## config.mk

```make
export PLATFORM = sky130hd
export DESIGN_NAME = keypad_scan
export DESIGN_NICKNAME = d
export VERILOG_FILES = /design/src/rtl/keypad_pkg.sv /design/src/rtl/keypad_stable_cnt.sv /design/src/rtl/keypad_scan.sv
export SDC_FILE = /design/constraint.sdc
export NUM_CORES = 1
export LEC_CHECK = 0
export ABC_CLOCK_PERIOD_IN_PS = 1700
export BUFFER_PORTS_ARGS = -buffer_cell sky130_fd_sc_hd__buf_4
export CAP_MARGIN = 20
export CORE_MARGIN = 4
export CORE_UTILIZATION = 45
export DETAILED_ROUTE_END_ITERATION = 10
export PLACE_DENSITY = 0.68
export SETUP_SLACK_MARGIN = 0.1
export SYNTH_ARGS = -nofsm -noshare
export SYNTH_HDL_FRONTEND = slang
export SYNTH_SLANG_ARGS = --single-unit
export TNS_END_PERCENT = 50
```

## constraint.sdc

```tcl
create_clock -name clk -period 1.7 [get_ports clk]
set_input_delay 0.085 -clock clk [delete_from_list [all_inputs] [get_ports clk]]
set_output_delay 0.085 -clock clk [all_outputs]
set_load 0.02 [all_outputs]
```

## src/rtl/keypad_pkg.sv

```systemverilog
// Shared types and helpers for the 4x4 keypad scanner.
package keypad_pkg;
  localparam int KEY_CODE_W = 8;
  localparam int ROWS       = 4;
  localparam int COLS       = 4;

  typedef enum logic [1:0] {
    SCAN         = 2'd0,
    DEBOUNCE     = 2'd1,
    WAIT_ACK     = 2'd2,
    WAIT_RELEASE = 2'd3
  } state_t;

  function automatic logic [KEY_CODE_W-1:0] key_code(input logic [1:0] row, input logic [1:0] col);
    return {4'h0, row, col};
  endfunction

  // Lowest-index low row wins when several keys share a column.
  function automatic logic [1:0] low_row(input logic [ROWS-1:0] rows);
    logic [1:0] r;
    r = 2'd0;
    for (int i = ROWS - 1; i >= 0; i--) begin
      if (!rows[i]) r = 2'(i);
    end
    return r;
  endfunction

  function automatic logic [COLS-1:0] col_drive(input logic [1:0] col);
    return ~(COLS'(1) << col);
  endfunction
endpackage

```

## src/rtl/keypad_stable_cnt.sv

```systemverilog
// Saturating run-length counter: done after N consecutive match clocks.
module keypad_stable_cnt #(
  parameter int N = 8
) (
  input  logic clk,
  input  logic rst,
  input  logic clear,
  input  logic match,
  output logic done
);
  localparam int W = $clog2(N + 1);
  localparam logic [W-1:0] LIM = W'(N);
  localparam logic [W-1:0] ONE = W'(1);

  logic [W-1:0] cnt;

  always_ff @(posedge clk) begin
    if (rst || clear || !match) begin
      cnt <= '0;
    end else if (cnt != LIM) begin
      cnt <= cnt + ONE;
    end
  end

  assign done = (cnt == LIM);
endmodule

```

## src/rtl/keypad_scan.sv

```systemverilog
// 4x4 keypad scanner/debouncer feeding a send/ack handshake.
// Define KEYPAD_REPEAT_EN to generate auto-repeat events while a key is held.
module keypad_scan
  import keypad_pkg::*;
#(
  parameter int CLK_PER_SCAN    = 1000,
  parameter int DEBOUNCE_CYCLES = 50000,
  parameter int REPEAT_CYCLES   = 25000000
) (
  input  logic                  clk,
  input  logic                  rst,
  input  logic [ROWS-1:0]       i_row,
  output logic [COLS-1:0]       o_col,
  input  logic                  i_proc,
  output logic                  o_send,
  output logic [KEY_CODE_W-1:0] o_data,
  output logic                  o_key_down
);
  localparam int SCAN_W = $clog2(CLK_PER_SCAN + 1);
  localparam logic [SCAN_W-1:0] SCAN_LAST = SCAN_W'(CLK_PER_SCAN - 1);
  localparam logic [SCAN_W-1:0] SCAN_ONE  = SCAN_W'(1);

  if (CLK_PER_SCAN < 2 || DEBOUNCE_CYCLES < 1 || REPEAT_CYCLES < 1) begin : g_bad_param
    $error("keypad_scan: illegal parameter value");
  end

  state_t            state;
  logic [ROWS-1:0]   row_s1, row_s2, pat;
  logic [1:0]        col, row_idx;
  logic [SCAN_W-1:0] scan_cnt;
  logic              press_done, rel_done, rep_done;

  keypad_stable_cnt #(.N(DEBOUNCE_CYCLES)) u_press (
    .clk(clk), .rst(rst), .clear(state != DEBOUNCE), .match(row_s2 == pat), .done(press_done)
  );

  keypad_stable_cnt #(.N(DEBOUNCE_CYCLES)) u_release (
    .clk(clk), .rst(rst), .clear(state != WAIT_RELEASE), .match(&row_s2), .done(rel_done)
  );

`ifdef KEYPAD_REPEAT_EN
  keypad_stable_cnt #(.N(REPEAT_CYCLES)) u_repeat (
    .clk(clk), .rst(rst), .clear(state != WAIT_RELEASE), .match(!(&row_s2)), .done(rep_done)
  );
`else
  assign rep_done = 1'b0;
`endif

  always_ff @(posedge clk) begin
    if (rst) begin
      state      <= SCAN;
      row_s1     <= '1;
      row_s2     <= '1;
      pat        <= '1;
      col        <= 2'd0;
      row_idx    <= 2'd0;
      scan_cnt   <= '0;
      o_col      <= 4'b1110;
      o_send     <= 1'b0;
      o_data     <= '0;
      o_key_down <= 1'b0;
    end else begin
      row_s1 <= i_row;
      row_s2 <= row_s1;
      case (state)
        SCAN: begin
          if (scan_cnt == SCAN_LAST) begin
            scan_cnt <= '0;
            if (&row_s2) begin
              col   <= col + 2'd1;
              o_col <= col_drive(col + 2'd1);
            end else begin
              row_idx <= low_row(row_s2);
              pat     <= row_s2;
              state   <= DEBOUNCE;
            end
          end else begin
            scan_cnt <= scan_cnt + SCAN_ONE;
          end
        end
        DEBOUNCE: begin
          // A glitch moves on to the next column rather than rescanning this one.
          if (row_s2 != pat) begin
            col   <= col + 2'd1;
            o_col <= col_drive(col + 2'd1);
            state <= SCAN;
          end else if (press_done) begin
            o_data     <= key_code(row_idx, col);
            o_send     <= 1'b1;
            o_key_down <= 1'b1;
            state      <= WAIT_ACK;
          end
        end
        WAIT_ACK: begin
          if (i_proc) begin
            o_send <= 1'b0;
            state  <= WAIT_RELEASE;
          end
        end
        WAIT_RELEASE: begin
          if (rel_done) begin
            o_key_down <= 1'b0;
            col        <= col + 2'd1;
            o_col      <= col_drive(col + 2'd1);
            state      <= SCAN;
          end else if (rep_done) begin
            o_send <= 1'b1;
            state  <= WAIT_ACK;
          end
        end
        default: state <= SCAN;
      endcase
    end
  end
endmodule
```

Word level (Yosys, flattened, before mapping). Index checks and enable logic that the tools add are counted. Widths: inputs -> output; s select.

Bitwise operators: 3. Reduce and logical (&&, ||, !) cells: 17. Shift-type cells: 1. Muxes and demuxes: 28. Eq/ne operators: 21. Add/subtract/negate cells: 4.

Operators with widths (count): $add 16x1->16 const B (2); $eq 16x16->1 const B (2); $ne 16x16->1 const B (2); $mux 2 (14); $mux 4 (4); $ne 2x2->1 const B (8); $pmux 4 s3 (1); $reduce_and 4->1 (3); $add 10x1->10 const B (1); $eq 10x10->1 const B (1); $mux 10 (1); $reduce_and 5->1 (2); $pmux 2 s4 (1); $pmux 2 s3 (1); $reduce_and 3->1 (2); $eq 2x2->1 const B (2); $eq 4x4->1 (1); $logic_or 1x1->1 (4); $mux 1 (4); $ne 2x1->1 const B (2); $ne 4x4->1 (1); $not 4->4 (1); $pmux 1 s2 (2); $reduce_bool 2->1 (2); other kinds (8) (10).

Logic and storage cells: 87. Bits of input ports: 7. Output and inout port bits: 14. Flip-flop bits (word level): 70.

Depth between registers and ports, before layout. Gate-level depths: netlist of run 1.

Word-level depth: 6. Gate-level depth with buffers: 7. Mapped depth without buffers: 7.

Cells and area by module. Synthesis of run 1 repeated with hierarchy kept, for this count alone.

Cell total of the unflattened synthesis: 362. Area total of the unflattened synthesis: 3266.9 sq um.

By module, submodules not included: keypad_scan (instances 1, area an instance 1657.8 sq um, sequential area each 760.7 sq um, cells each 178); keypad_stable_cnt (u_release) (instances 1, area an instance 835.8 sq um, sequential area each 320.3 sq um, cells each 94); keypad_stable_cnt (u_press) (instances 1, area an instance 773.2 sq um, sequential area each 320.3 sq um, cells each 90).

Worst setup path before layout of run 1. No wires, ideal clock.

Path type: reg-to-reg. From: register scan_cnt[0]. To: register col[1]. Arrival time: 1654 ps. Stages on the path, launching flop included: 8. Period minus slack after synthesis: 1781 ps. Slack: -81 ps. Library setup time: 128 ps. Required time: 1572 ps. Buffers on the path: 1. Cell sequence: dfxtp_1 ha_1 and2_0 clkbuf_1 nand4_2 o221ai_2 mux2i_1 nor2_1.

Longest elaborated chain between the ends: 3.

Ends and longest elaborated chain: from (decl) (line keypad_scan.sv:30) `logic [SCAN_W-1:0] scan_cnt;`; from (signal assigned) (line keypad_scan.sv:78) `scan_cnt <= scan_cnt + SCAN_ONE;`; $eq 10x10->1 (line keypad_scan.sv:67) `if (scan_cnt == SCAN_LAST) begin`; $ne 2x2->1 (no source line); $reduce_and 5->1 (no source line); to (signal assigned) (line keypad_scan.sv:70) `col <= col + 2'd1;`; to (signal assigned) (line keypad_scan.sv:84) `col <= col + 2'd1;`; to (signal assigned) (line keypad_scan.sv:103) `col <= col + 2'd1;`; to (decl) (line keypad_scan.sv:29) `logic [1:0] col, row_idx;`.

Every way passes these cells. A chain may end at the register's enable or synchronous reset.

Worst setup path in the final report of run 1.
From: register pat[0]. To: register o_data[1].

Longest elaborated chain between the ends: 3.

Ends and longest elaborated chain: from (decl) (line keypad_scan.sv:28) `logic [ROWS-1:0] row_s1, row_s2, pat;`; from (signal assigned) (line keypad_scan.sv:74) `pat <= row_s2;`; $ne 4x4->1 (line keypad_scan.sv:83) `if (row_s2 != pat) begin`; $not 1->1 (no source line); $reduce_and 3->1 (no source line); to (signal assigned) (line keypad_scan.sv:88) `o_data <= key_code(row_idx, col);`; to (decl) (line keypad_scan.sv:16) `output logic [KEY_CODE_W-1:0] o_data,`.

Every way passes these cells.

==> impl_metrics.env, run 1 <==
export IMPL_run_status="complete, but fails checks"
export IMPL_violations_in_the_final_reports="negative setup slack"
export IMPL_first_pass_iters=6
export IMPL_dieWidth_um=91.2
export IMPL_syn_to_final_growth_pct=31.0
export IMPL_final_hold_worst_slack_ns=0.0831
export IMPL_synthDominantCellAreaShare_pct=45.0
export IMPL_async_set_or_reset_register_ratio_after_synthesis_pct=0
export IMPL_pin_count_of_the_biggest_net_entering_global_routing=41
export IMPL_ys_top_cells_by_area="sky130_fd_sc_hd__dfxtp_1 45%, sky130_fd_sc_hd__nor2_1 6.5%, sky130_fd_sc_hd__xor2_1 6.5%, sky130_fd_sc_hd__ha_1 3.6%, sky130_fd_sc_hd__xnor2_1 3.4%"
export IMPL_number_of_port_buffers=16
export IMPL_grt_pass1_vias=2516
export IMPL_insertedDiodeCount=0
export IMPL_timing_critical_path_from_type="register"
export IMPL_vias=2635
export IMPL_clk_transition_reported_paths_ns=0.07
export IMPL_clock_tree_root_cell="sky130_fd_sc_hd__clkbuf_8"
export IMPL_critical_path_top_delay_family="simple AND/OR/NAND/NOR gates"
export IMPL_period_needed_ns=1.76
export IMPL_hold_path_class="in -> reg"
export IMPL_design_portCount=21
export IMPL_timing_critical_path_fanout_max=4
export IMPL_cts_root_to_sink_buffers=2
export IMPL_finClkSkew_ns=0.0103
export IMPL_vdd_drop_max_uv=486
export IMPL_count_of_flip_flops_with_a_built_in_enable_after_synthesis=0
export IMPL_synth_top_area_cell="sky130_fd_sc_hd__dfxtp_1"
export IMPL_most_common_cell_in_the_synthesized_netlist="sky130_fd_sc_hd__dfxtp_1"
export IMPL_critPathKind="reg -> reg"
export IMPL_timing_critical_path_arrival_ns=1.98
export IMPL_cts_buffers_inserted=9
export IMPL_p_leak_nw=1.55
export IMPL_start_util_pct=46.1
export IMPL_post_route_cells_drive_above_1_share_pct=30.0
export IMPL_dp_hpwl_um=4430
export IMPL_synth_cell_type_count=44
export IMPL_drv_slew=0
export IMPL_ys_seq_elements=70
export IMPL_num_fill_cells=585
export IMPL_pwr_density_cell_nw_per_um2=786
export IMPL_drt_drc_violations_left=0
export IMPL_clock_latency_on_the_worst_skew_pair_ns=0.34
export IMPL_worst_path_largest_cell_delay_ns=0.58
export IMPL_power_total_mw=3.21
export IMPL_worstSetupEndpointType="register"
export IMPL_synth_cells=348
export IMPL_cp_num_buf_inv=1
export IMPL_ant_nets=0
export IMPL_gr_total_overflow=0
export IMPL_layout_core_utilization_pct=60.4
export IMPL_h_tree_level_count=3
export IMPL_final_hold_violation_count=0
export IMPL_synth_yosys_seq_area_share_pct=45.0
export IMPL_first_iter_violations=84
export IMPL_drv_max_cap_violation_count=0
export IMPL_place_gp_congestion=0.766
export IMPL_die_area_sq_um=8320
export IMPL_synth_top_cells_by_count="70 x sky130_fd_sc_hd__dfxtp_1, 54 x sky130_fd_sc_hd__nor2_1, 23 x sky130_fd_sc_hd__xor2_1"
export IMPL_drt_wirelength_per_cell_um=13.2
export IMPL_synthFlopType="sky130_fd_sc_hd__dfxtp_1"
export IMPL_syn_area_per_cell_sq_um=8.96
export IMPL_unrepaired_setup_endpoints_after_global_routing="true"
export IMPL_synthesis_area_sq_um=3120
export IMPL_path_cells="xor2_1 > or4_4 > nor3_4 > buf_6 > mux2i_1 > nor2_1"
export IMPL_finalSetupViolCount=20
export IMPL_routed_wire_length_um=6660
export IMPL_antenna_found_initial=0
export IMPL_cp_data_required_time_ns=1.92
export IMPL_layout_worst_path_cycle_share_pct=104
export IMPL_cts_sink_count=70
export IMPL_clock_tree_from_tritoncts="built"
export IMPL_achievable_frequency_ghz=0.567
export IMPL_num_nets_final=437
export IMPL_cpMaxStageDelayCell="sky130_fd_sc_hd__or4_4"
export IMPL_global_route_usage_total_pct=16.9
export IMPL_placementRows=30
export IMPL_core_area_sq_um=6760
export IMPL_vias_per_instance=5.21
export IMPL_synth_warnings=0
export IMPL_fin_ws_ns=-0.0624
export IMPL_die_height_um=91.2
export IMPL_global_route_wire_length_before_repair_um=11400
worst paths after layout:
| path | start | end | slack (ns) | cells after the start |
|---|---|---|---|---|
| worst max-delay path | pat[0] | o_data[1] | -0.06 | 6 |
| worst min-delay path | i_proc | o_send | 0.08 | 4 |
| worst max register to register | pat[0] | o_data[1] | -0.06 | 6 |
| worst min register to register | row_s1[1] | row_s2[1] | 0.41 | 1 |
registers in the layout, indices dropped and copies added, names as in the netlist, 2 cells and up, named ones only:
signal,cells
scan_cnt,10
row_s2,4
o_col,4
u_release.cnt,16
row_s1,4
o_data,4
u_press.cnt,16
row_idx,2
col,2
pat,4
per-stage QoR:
stage	setup TNS [ns]	setup slack (ns)	instance area, sq um	instances
finish	-0.775	-0.0624	4080	506
global route	-2.17	-0.144	4080	506
CTS	-0.639	-0.0527	4010	506
detailed placement	-1.06	-0.0736	3650	482
global placement	-0.379	-0.0306	3650	482
floorplan	-0.731	-0.0574	3140	351
cells in the final DEF (no fill, tap or decap), types with 6 or more instances in the layout:
cell type and n:
sky130_fd_sc_hd__inv_1 8, sky130_fd_sc_hd__or2_2 8, sky130_fd_sc_hd__and3_1 10, sky130_fd_sc_hd__dfxtp_2 10, sky130_fd_sc_hd__a21oi_1 15, sky130_fd_sc_hd__nand3_1 15, sky130_fd_sc_hd__xor2_1 23, sky130_fd_sc_hd__buf_6 6
sky130_fd_sc_hd__dfxtp_1 60, sky130_fd_sc_hd__nand2b_1 7, sky130_fd_sc_hd__xnor2_1 12, sky130_fd_sc_hd__clkbuf_8 13, sky130_fd_sc_hd__nand2_1 18, sky130_fd_sc_hd__or3_1 8, sky130_fd_sc_hd__o21ai_0 6, sky130_fd_sc_hd__buf_4 63
sky130_fd_sc_hd__nor2_1 51, sky130_fd_sc_hd__nor3_1 10, sky130_fd_sc_hd__nand4_1 7, sky130_fd_sc_hd__ha_1 8
where the power goes:
part	total [mW]	switching [mW]	leakage, nW	internal [mW]
combinational	0.0996	0.0526	0.870	0.0470
sequential	1.66	0.00990	0.569	1.65
clock	1.45	0.612	0.115	0.834
total	3.21	0.675	1.55	2.54
logic make-up (layout without fill, tap and decap cells):
kind of cell	Yosys count	after routing	synth area share, %
compound gates	37	38	7.39
xor+xnor	35	35	9.84
fa+ha+maj	9	9	3.61
buf+inv	24	98	3.85
flops	70	70	45.0
mux	6	6	1.97
other cells	1	4	0.120
simple gates	166	166	28.3
layer usage:
metal,track usage [%],up-vias,wire length (um)
met5,0,-,0
met4,6.78,0,108
met3,4.64,12,235
met2,26.7,39,3100
met1,21.8,1250,3210
li1,-,1334,-
final cells by class:
| type | instances | area (sq um) | share of cell area (%) |
|---|---|---|---|
| multi-input combinational | 258 | 1740 | 42.5 |
| sequential | 70 | 1410 | 34.6 |
| timing repair buffer | 73 | 581 | 14.2 |
| tap | 80 | 100 | 2.45 |
| inverter | 9 | 33.8 | 0.827 |
| clock inverter | 3 | 40.0 | 0.980 |
| clock buffer | 13 | 179 | 4.38 |
repair_timing:
item,CTS,global route
gates cloned,1,0
hold buffers,4,0
endpoints found under the setup margin,37,50
endpoints found under the hold margin,4,0
gates resized for setup,14,21
pin swaps,8,4
buffers inserted,3,0
worst register-to-register path, stage by stage (launching register included):
cell and delay, ns:
sky130_fd_sc_hd__dfxtp_2 0.33, sky130_fd_sc_hd__xor2_1 0.17, sky130_fd_sc_hd__or4_4 0.58, sky130_fd_sc_hd__nor3_4 0.18, sky130_fd_sc_hd__buf_6 0.15, sky130_fd_sc_hd__mux2i_1 0.19, sky130_fd_sc_hd__nor2_1 0.05
No activity file was read; power rests on OpenSTA's default activity.
==> run 2, diff against run 1 <==
--- a/config.mk
+++ b/config.mk
@@ -12,7 +12,7 @@
 export CORE_UTILIZATION = 45
 export DETAILED_ROUTE_END_ITERATION = 10
 export PLACE_DENSITY = 0.68
-export SETUP_SLACK_MARGIN = 0.1
+export SETUP_SLACK_MARGIN = 0.5
 export SYNTH_ARGS = -nofsm -noshare
 export SYNTH_HDL_FRONTEND = slang
 export SYNTH_SLANG_ARGS = --single-unit
==> run 2 against run 1 <==
Compared with the run above:
- the run still ends with negative setup slack left
- sequential cell count unchanged
- sequential power barely moved
- clock power increased by 17%
- combinational power is 9% higher
- worst setup slack worse by 0.0022 ns
- maximum frequency fell by 0.12%
- final cell count up 0.99%
- wire length increased by 5.9%
- clock skew decreased by 0.0038 ns
- design area rose by 7.4%
- first-iteration DRC count rose by 12%
- critical path type unchanged
- critical endpoint is now o_data[0]
==> impl_metrics.env, run 2 (synthesis results as in run 1) <==
export IMPL_global_route_usage_total_pct=17.0
export IMPL_worstSetupEndpointType="register"
export IMPL_die_height_um=91.2
export IMPL_clock_tree_from_tritoncts="built"
export IMPL_core_area_sq_um=6760
export IMPL_drt_wirelength_per_cell_um=13.8
export IMPL_fin_ws_ns=-0.0646
export IMPL_vdd_drop_max_uv=530
export IMPL_drv_slew=0
export IMPL_num_nets_final=442
export IMPL_path_cells="xor2_1 > or4_4 > nor3_4 > buf_12 > mux2i_1 > nor2_1"
export IMPL_first_pass_iters=4
export IMPL_final_cells=511
export IMPL_layout_worst_path_cycle_share_pct=104
export IMPL_p_leak_nw=1.65
export IMPL_cpMaxStageDelayCell="sky130_fd_sc_hd__or4_4"
export IMPL_finClkSkew_ns=0.00658
export IMPL_first_iter_violations=94
export IMPL_placementRows=30
export IMPL_design_portCount=21
export IMPL_layout_core_utilization_pct=64.9
export IMPL_critPathKind="reg -> reg"
export IMPL_timing_critical_path_from_type="register"
export IMPL_achievable_frequency_ghz=0.567
export IMPL_hold_path_class="in -> reg"
export IMPL_ant_nets=0
export IMPL_h_tree_level_count=3
export IMPL_drt_drc_violations_left=0
export IMPL_place_gp_congestion=0.820
export IMPL_cts_root_to_sink_buffers=2
export IMPL_unrepaired_setup_endpoints_after_global_routing="true"
export IMPL_cp_data_required_time_ns=1.93
export IMPL_gr_total_overflow=0
export IMPL_antenna_found_initial=0
export IMPL_clock_latency_on_the_worst_skew_pair_ns=0.35
export IMPL_top_registers="u_press.cnt x16, u_release.cnt x16, scan_cnt x10"
export IMPL_mostFrequentLayoutCell="sky130_fd_sc_hd__buf_4"
export IMPL_global_route_wire_length_before_repair_um=11400
export IMPL_num_fill_cells=533
export IMPL_dp_hpwl_um=4240
export IMPL_final_hold_violation_count=0
export IMPL_die_area_sq_um=8320
export IMPL_clk_transition_reported_paths_ns=0.08
export IMPL_insertedDiodeCount=0
export IMPL_clock_tree_root_cell="sky130_fd_sc_hd__clkbuf_8"
export IMPL_power_total_mw=3.47
export IMPL_routed_wire_length_um=7050
export IMPL_vias_per_instance=5.14
export IMPL_dieWidth_um=91.2
export IMPL_pin_count_of_the_biggest_net_entering_global_routing=38
export IMPL_cts_buffers_inserted=9
export IMPL_final_hold_worst_slack_ns=0.121
export IMPL_timing_critical_path_arrival_ns=1.99
export IMPL_run_status="complete, but fails checks"
export IMPL_timing_critical_path_fanout_max=6
export IMPL_post_route_cells_drive_above_1_share_pct=37.8
export IMPL_pwr_density_cell_nw_per_um2=792
export IMPL_period_needed_ns=1.76
export IMPL_vias=2625
export IMPL_number_of_port_buffers=16
export IMPL_worst_path_largest_cell_delay_ns=0.56
export IMPL_finalSetupViolCount=17
export IMPL_cts_sink_count=70
export IMPL_post_place_worst_slack_ns=-0.0730
export IMPL_grt_pass1_vias=2519
export IMPL_drv_max_cap_violation_count=0
export IMPL_start_util_pct=46.1
export IMPL_syn_to_final_growth_pct=40.7
export IMPL_violations_in_the_final_reports="negative setup slack"
export IMPL_placedCellCount=478
export IMPL_final_cell_mix="62 x sky130_fd_sc_hd__buf_4, 51 x sky130_fd_sc_hd__dfxtp_1, 48 x sky130_fd_sc_hd__nor2_1"
-- run 2: cell types whose count changed in the layout (fill, tap and decap cells not counted), moves of 3 or more --
cell | before | now
sky130_fd_sc_hd__nor4bb_4 | 1 | 4
sky130_fd_sc_hd__dfxtp_1 | 60 | 51
sky130_fd_sc_hd__ha_4 | 1 | 4
sky130_fd_sc_hd__ha_1 | 8 | 5
sky130_fd_sc_hd__nor2_4 | 1 | 4
sky130_fd_sc_hd__inv_1 | 8 | 5
sky130_fd_sc_hd__buf_6 | 6 | 10
sky130_fd_sc_hd__dfxtp_2 | 10 | 18
sky130_fd_sc_hd__nor2_1 | 51 | 48
-- run 2: routing by layer --
| metal | wire length (um) | GRT usage, % |
|---|---|---|
| met5 | 0 | 0 |
| met1 | 3090 | 20.1 |
| met2 | 3560 | 29.1 |
| met3 | 236 | 3.89 |
| met4 | 158 | 7.66 |
-- run 2: worst max-delay path, delay by kind of cell (launching register included) --
kind,cells,cell delay [ns]
multiplexers,1,0.18
XOR/XNOR,1,0.16
buffers and inverters,1,0.15
AND/OR/NAND/NOR,3,0.82
flip-flops,1,0.33
-- run 2: final cells by class --
cell class                      instances  area (sq um)  share of cell area (%)
Tap cell                               80           100                    2.28
Clock inverter                          5           105                    2.40
Timing Repair Buffer                   79           663                    15.1
Clock buffer                           11           151                    3.45
Multi-Input combinational cell        257          1900                    43.4
Inverter                                9          36.3                   0.827
Sequential cell                        70          1430                    32.5
-- run 2: through the flow --
| stage | setup TNS (ns) | area [sq um] |
|---|---|---|
| after detailed placement | -0.416 | 3650 |
| after global placement | -0.0328 | 3650 |
| final | -0.481 | 4390 |
| after floorplan | -0.688 | 3170 |
| after global routing | -2.51 | 4390 |
| after CTS | -0.287 | 4230 |
-- run 2: path summary, 6_finish.rpt --
path                   from         to  slack, ns  cells past startpoint
setup / recovery     pat[0]  o_data[0]      -0.06                      6
hold reg to reg   row_s1[0]  row_s2[0]       0.41                      1
setup reg to reg     pat[0]  o_data[0]      -0.06                      6
hold / removal       i_proc     o_send       0.12                      4
-- run 2: repair_timing --
| item | in CTS | in global routing |
|---|---|---|
| hold buffers | 5 | 0 |
| endpoints found under the hold margin | 5 | 0 |
| gates resized for setup | 61 | 24 |
| buffers inserted | 6 | 6 |
| endpoints found under the setup margin | 61 | 61 |
| pin swaps | 46 | 40 |
-- run 2: report_power, final --
part           switching [mW]  internal, mW
clock                   0.648          1.05
combinational          0.0554        0.0534
sequential             0.0102          1.65
==> run 3, diff against run 2 <==
--- a/config.mk
+++ b/config.mk
@@ -10,6 +10,7 @@
 export CAP_MARGIN = 20
 export CORE_MARGIN = 4
 export CORE_UTILIZATION = 45
+export CTS_BUF_LIST = sky130_fd_sc_hd__clkbuf_4
 export DETAILED_ROUTE_END_ITERATION = 10
 export PLACE_DENSITY = 0.68
 export SETUP_SLACK_MARGIN = 0.5
==> run 3 against run 2 <==
Compared with the run above:
- the flow still finishes with violations (negative setup slack)
- final cell count decreased by 1.2%
- worst setup slack lost 0.0052 ns
- die area unchanged
- critical path type unchanged
- hold slack got worse by 0.079 ns
- highest routed layer unchanged
==> impl_metrics.env, run 3 (synthesis results as in run 1) <==
export IMPL_run_status="complete, but fails checks"
export IMPL_violations_in_the_final_reports="negative setup slack"
export IMPL_holdCritStartpoint="i_proc"
export IMPL_r2r_slack_ns=-0.07
export IMPL_global_route_wire_length_before_repair_um=11600
export IMPL_die_height_um=91.2
export IMPL_antenna_found_initial=0
export IMPL_drv_slew=0
export IMPL_design_portCount=21
export IMPL_dp_hpwl_um=4240
export IMPL_top_registers="u_press.cnt x16, u_release.cnt x16, scan_cnt x10"
export IMPL_comb_power_share_pct=3.5
export IMPL_insertedDiodeCount=0
export IMPL_final_cells=505
export IMPL_vias_per_instance=5.18
export IMPL_post_route_cells_drive_above_1_share_pct=37.9
export IMPL_power_share_sequential_pct=53.4
export IMPL_reg2reg_from="pat[0]"
export IMPL_syn_to_final_growth_pct=36.5
export IMPL_gr_total_overflow=0
export IMPL_clk_transition_reported_paths_ns=0.12
export IMPL_number_of_port_buffers=16
export IMPL_num_fill_cells=565
export IMPL_placedCellCount=478
export IMPL_finalSetupViolCount=21
export IMPL_place_gp_congestion=0.820
export IMPL_worstReg2RegEnd="o_data[0]"
export IMPL_num_nets_final=436
export IMPL_die_area_sq_um=8320
export IMPL_cts_buffers_inserted=9
export IMPL_cells_on_worst_reg2reg_path=6
export IMPL_final_cell_mix="56 x sky130_fd_sc_hd__buf_4, 49 x sky130_fd_sc_hd__dfxtp_1, 47 x sky130_fd_sc_hd__nor2_1"
export IMPL_fin_ws_ns=-0.0698
export IMPL_final_hold_worst_slack_ns=0.0419
export IMPL_layout_core_utilization_pct=62.9
export IMPL_path_cells="xor2_1 > or4_4 > nor3_4 > buf_12 > mux2i_1 > nor2_1"
export IMPL_worstSetupEndpointType="register"
export IMPL_drt_drc_violations_left=0
export IMPL_cpMaxStageDelayCell="sky130_fd_sc_hd__or4_4"
export IMPL_clock_tree_from_tritoncts="built"
export IMPL_cts_sink_count=70
export IMPL_power_total_mw=3.12
export IMPL_netSwitchingPower_mw=0.675
export IMPL_drv_max_cap_violation_count=0
export IMPL_switching_share_pct=21.6
export IMPL_clock_tree_root_cell="sky130_fd_sc_hd__clkbuf_4"
export IMPL_first_pass_iters=4
export IMPL_mostFrequentLayoutCell="sky130_fd_sc_hd__buf_4"
export IMPL_holdPathStages=4
export IMPL_internal_power_mw=2.44
export IMPL_period_needed_ns=1.77
export IMPL_cts_root_to_sink_buffers=2
export IMPL_start_util_pct=46.1
export IMPL_hold_path_class="in -> reg"
export IMPL_unrepaired_setup_endpoints_after_global_routing="true"
export IMPL_routed_wire_length_um=6800
export IMPL_placementRows=30
export IMPL_timing_critical_path_from_type="register"
export IMPL_timing_critical_path_fanout_max=6
export IMPL_global_route_usage_total_pct=17.4
export IMPL_vias=2616
export IMPL_dieWidth_um=91.2
export IMPL_p_leak_nw=1.59
export IMPL_grt_pass1_vias=2589
export IMPL_worst_case_hold_path_end_point="o_send"
export IMPL_pwr_density_cell_nw_per_um2=733
export IMPL_totalNegativeSetupSlack_ns=-0.669
export IMPL_drt_wirelength_per_cell_um=13.5
export IMPL_cp_data_required_time_ns=2.01
export IMPL_power_clock_fraction_pct=43.1
export IMPL_h_tree_level_count=3
export IMPL_clock_latency_on_the_worst_skew_pair_ns=0.42
export IMPL_layout_worst_path_cycle_share_pct=104
export IMPL_finClkSkew_ns=0.0109
export IMPL_core_area_sq_um=6760
export IMPL_achievable_frequency_ghz=0.565
export IMPL_timing_critical_path_arrival_ns=2.08
export IMPL_first_iter_violations=122
export IMPL_vdd_drop_max_uv=509
export IMPL_final_hold_violation_count=0
export IMPL_ant_nets=0
export IMPL_critPathKind="reg -> reg"
export IMPL_pin_count_of_the_biggest_net_entering_global_routing=38
export IMPL_worst_path_largest_cell_delay_ns=0.56
-- run 3: cell types whose count changed in the layout (fill, tap and decap cells not counted), moves of 3 or more --
cell                       previous run  this run
sky130_fd_sc_hd__dfxtp_2             18        21
sky130_fd_sc_hd__nor4bb_4             4         1
sky130_fd_sc_hd__clkbuf_8            11         0
sky130_fd_sc_hd__clkbuf_4             0         9
sky130_fd_sc_hd__buf_4               62        56
-- run 3: routing by layer --
layer / global-route usage [%] / share of wire [%] / up-vias / wire length (um)
met2: 29.2 / 51 / 42 / 3440
met1: 20.5 / 44 / 1227 / 3020
met5: 0 / 0 / - / 0
li1: - / - / 1338 / -
met3: 5.30 / 3.0 / 9 / 205
met4: 7.16 / 1.9 / 0 / 127
-- run 3: what timing repair did --
item,CTS,global route
setup endpoints to repair,61,61
buffers inserted,5,1
hold buffers,5,0
pin swaps,42,43
hold endpoints to repair,5,0
resized for setup,59,26
-- run 3: cell type report --
type / instances / area [sq um] / share of cell area, %
Multi-Input combinational cell: 257 / 1890 / 44.5
Inverter: 9 / 36.3 / 0.853
Sequential cell: 70 / 1430 / 33.6
Tap cell: 80 / 100 / 2.35
Timing Repair Buffer: 73 / 618 / 14.5
Clock buffer: 9 / 67.6 / 1.59
Clock inverter: 7 / 113 / 2.65
-- run 3: power groups by stage --
stage / combinational, mW / clock [mW] / sequential (mW)
after floorplan: 0.0636 / 0 / 1.70
after global placement: 0.0904 / 0 / 1.70
after detailed placement: 0.0933 / 0 / 1.70
after CTS: 0.108 / 1.37 / 1.67
after global routing: 0.121 / 1.46 / 1.67
final: 0.108 / 1.34 / 1.67
-- run 3: how the worst max path moves through the flow --
stage | start | to | slack [ns] | depth (start not counted)
floorplan | row_s2[0] | u_press.cnt[10] | -0.06 | 6
global placement | pat[0] | u_press.cnt[2] | -0.01 | 5
CTS | pat[0] | state[0] | -0.05 | 6
finish | pat[0] | o_data[0] | -0.07 | 6
detailed placement | pat[0] | state[0] | -0.07 | 6
global route | pat[0] | o_data[0] | -0.15 | 6
-- run 3: stage by stage --
| step | worst slack (ns) | cell area (sq um) |
|---|---|---|
| after floorplan | -0.0567 | 3170 |
| after global placement | -0.0130 | 3650 |
| after detailed placement | -0.0730 | 3650 |
| after CTS | -0.0526 | 4130 |
| after global routing | -0.152 | 4250 |
| final | -0.0698 | 4250 |
-- run 3: worst max-delay path: cells and delay by family (launching register included) --
kind / cells / cell delay (ns)
simple gates: 3 / 0.82
flops: 1 / 0.34
mux: 1 / 0.18
xor+xnor: 1 / 0.16
buf+inv: 1 / 0.15
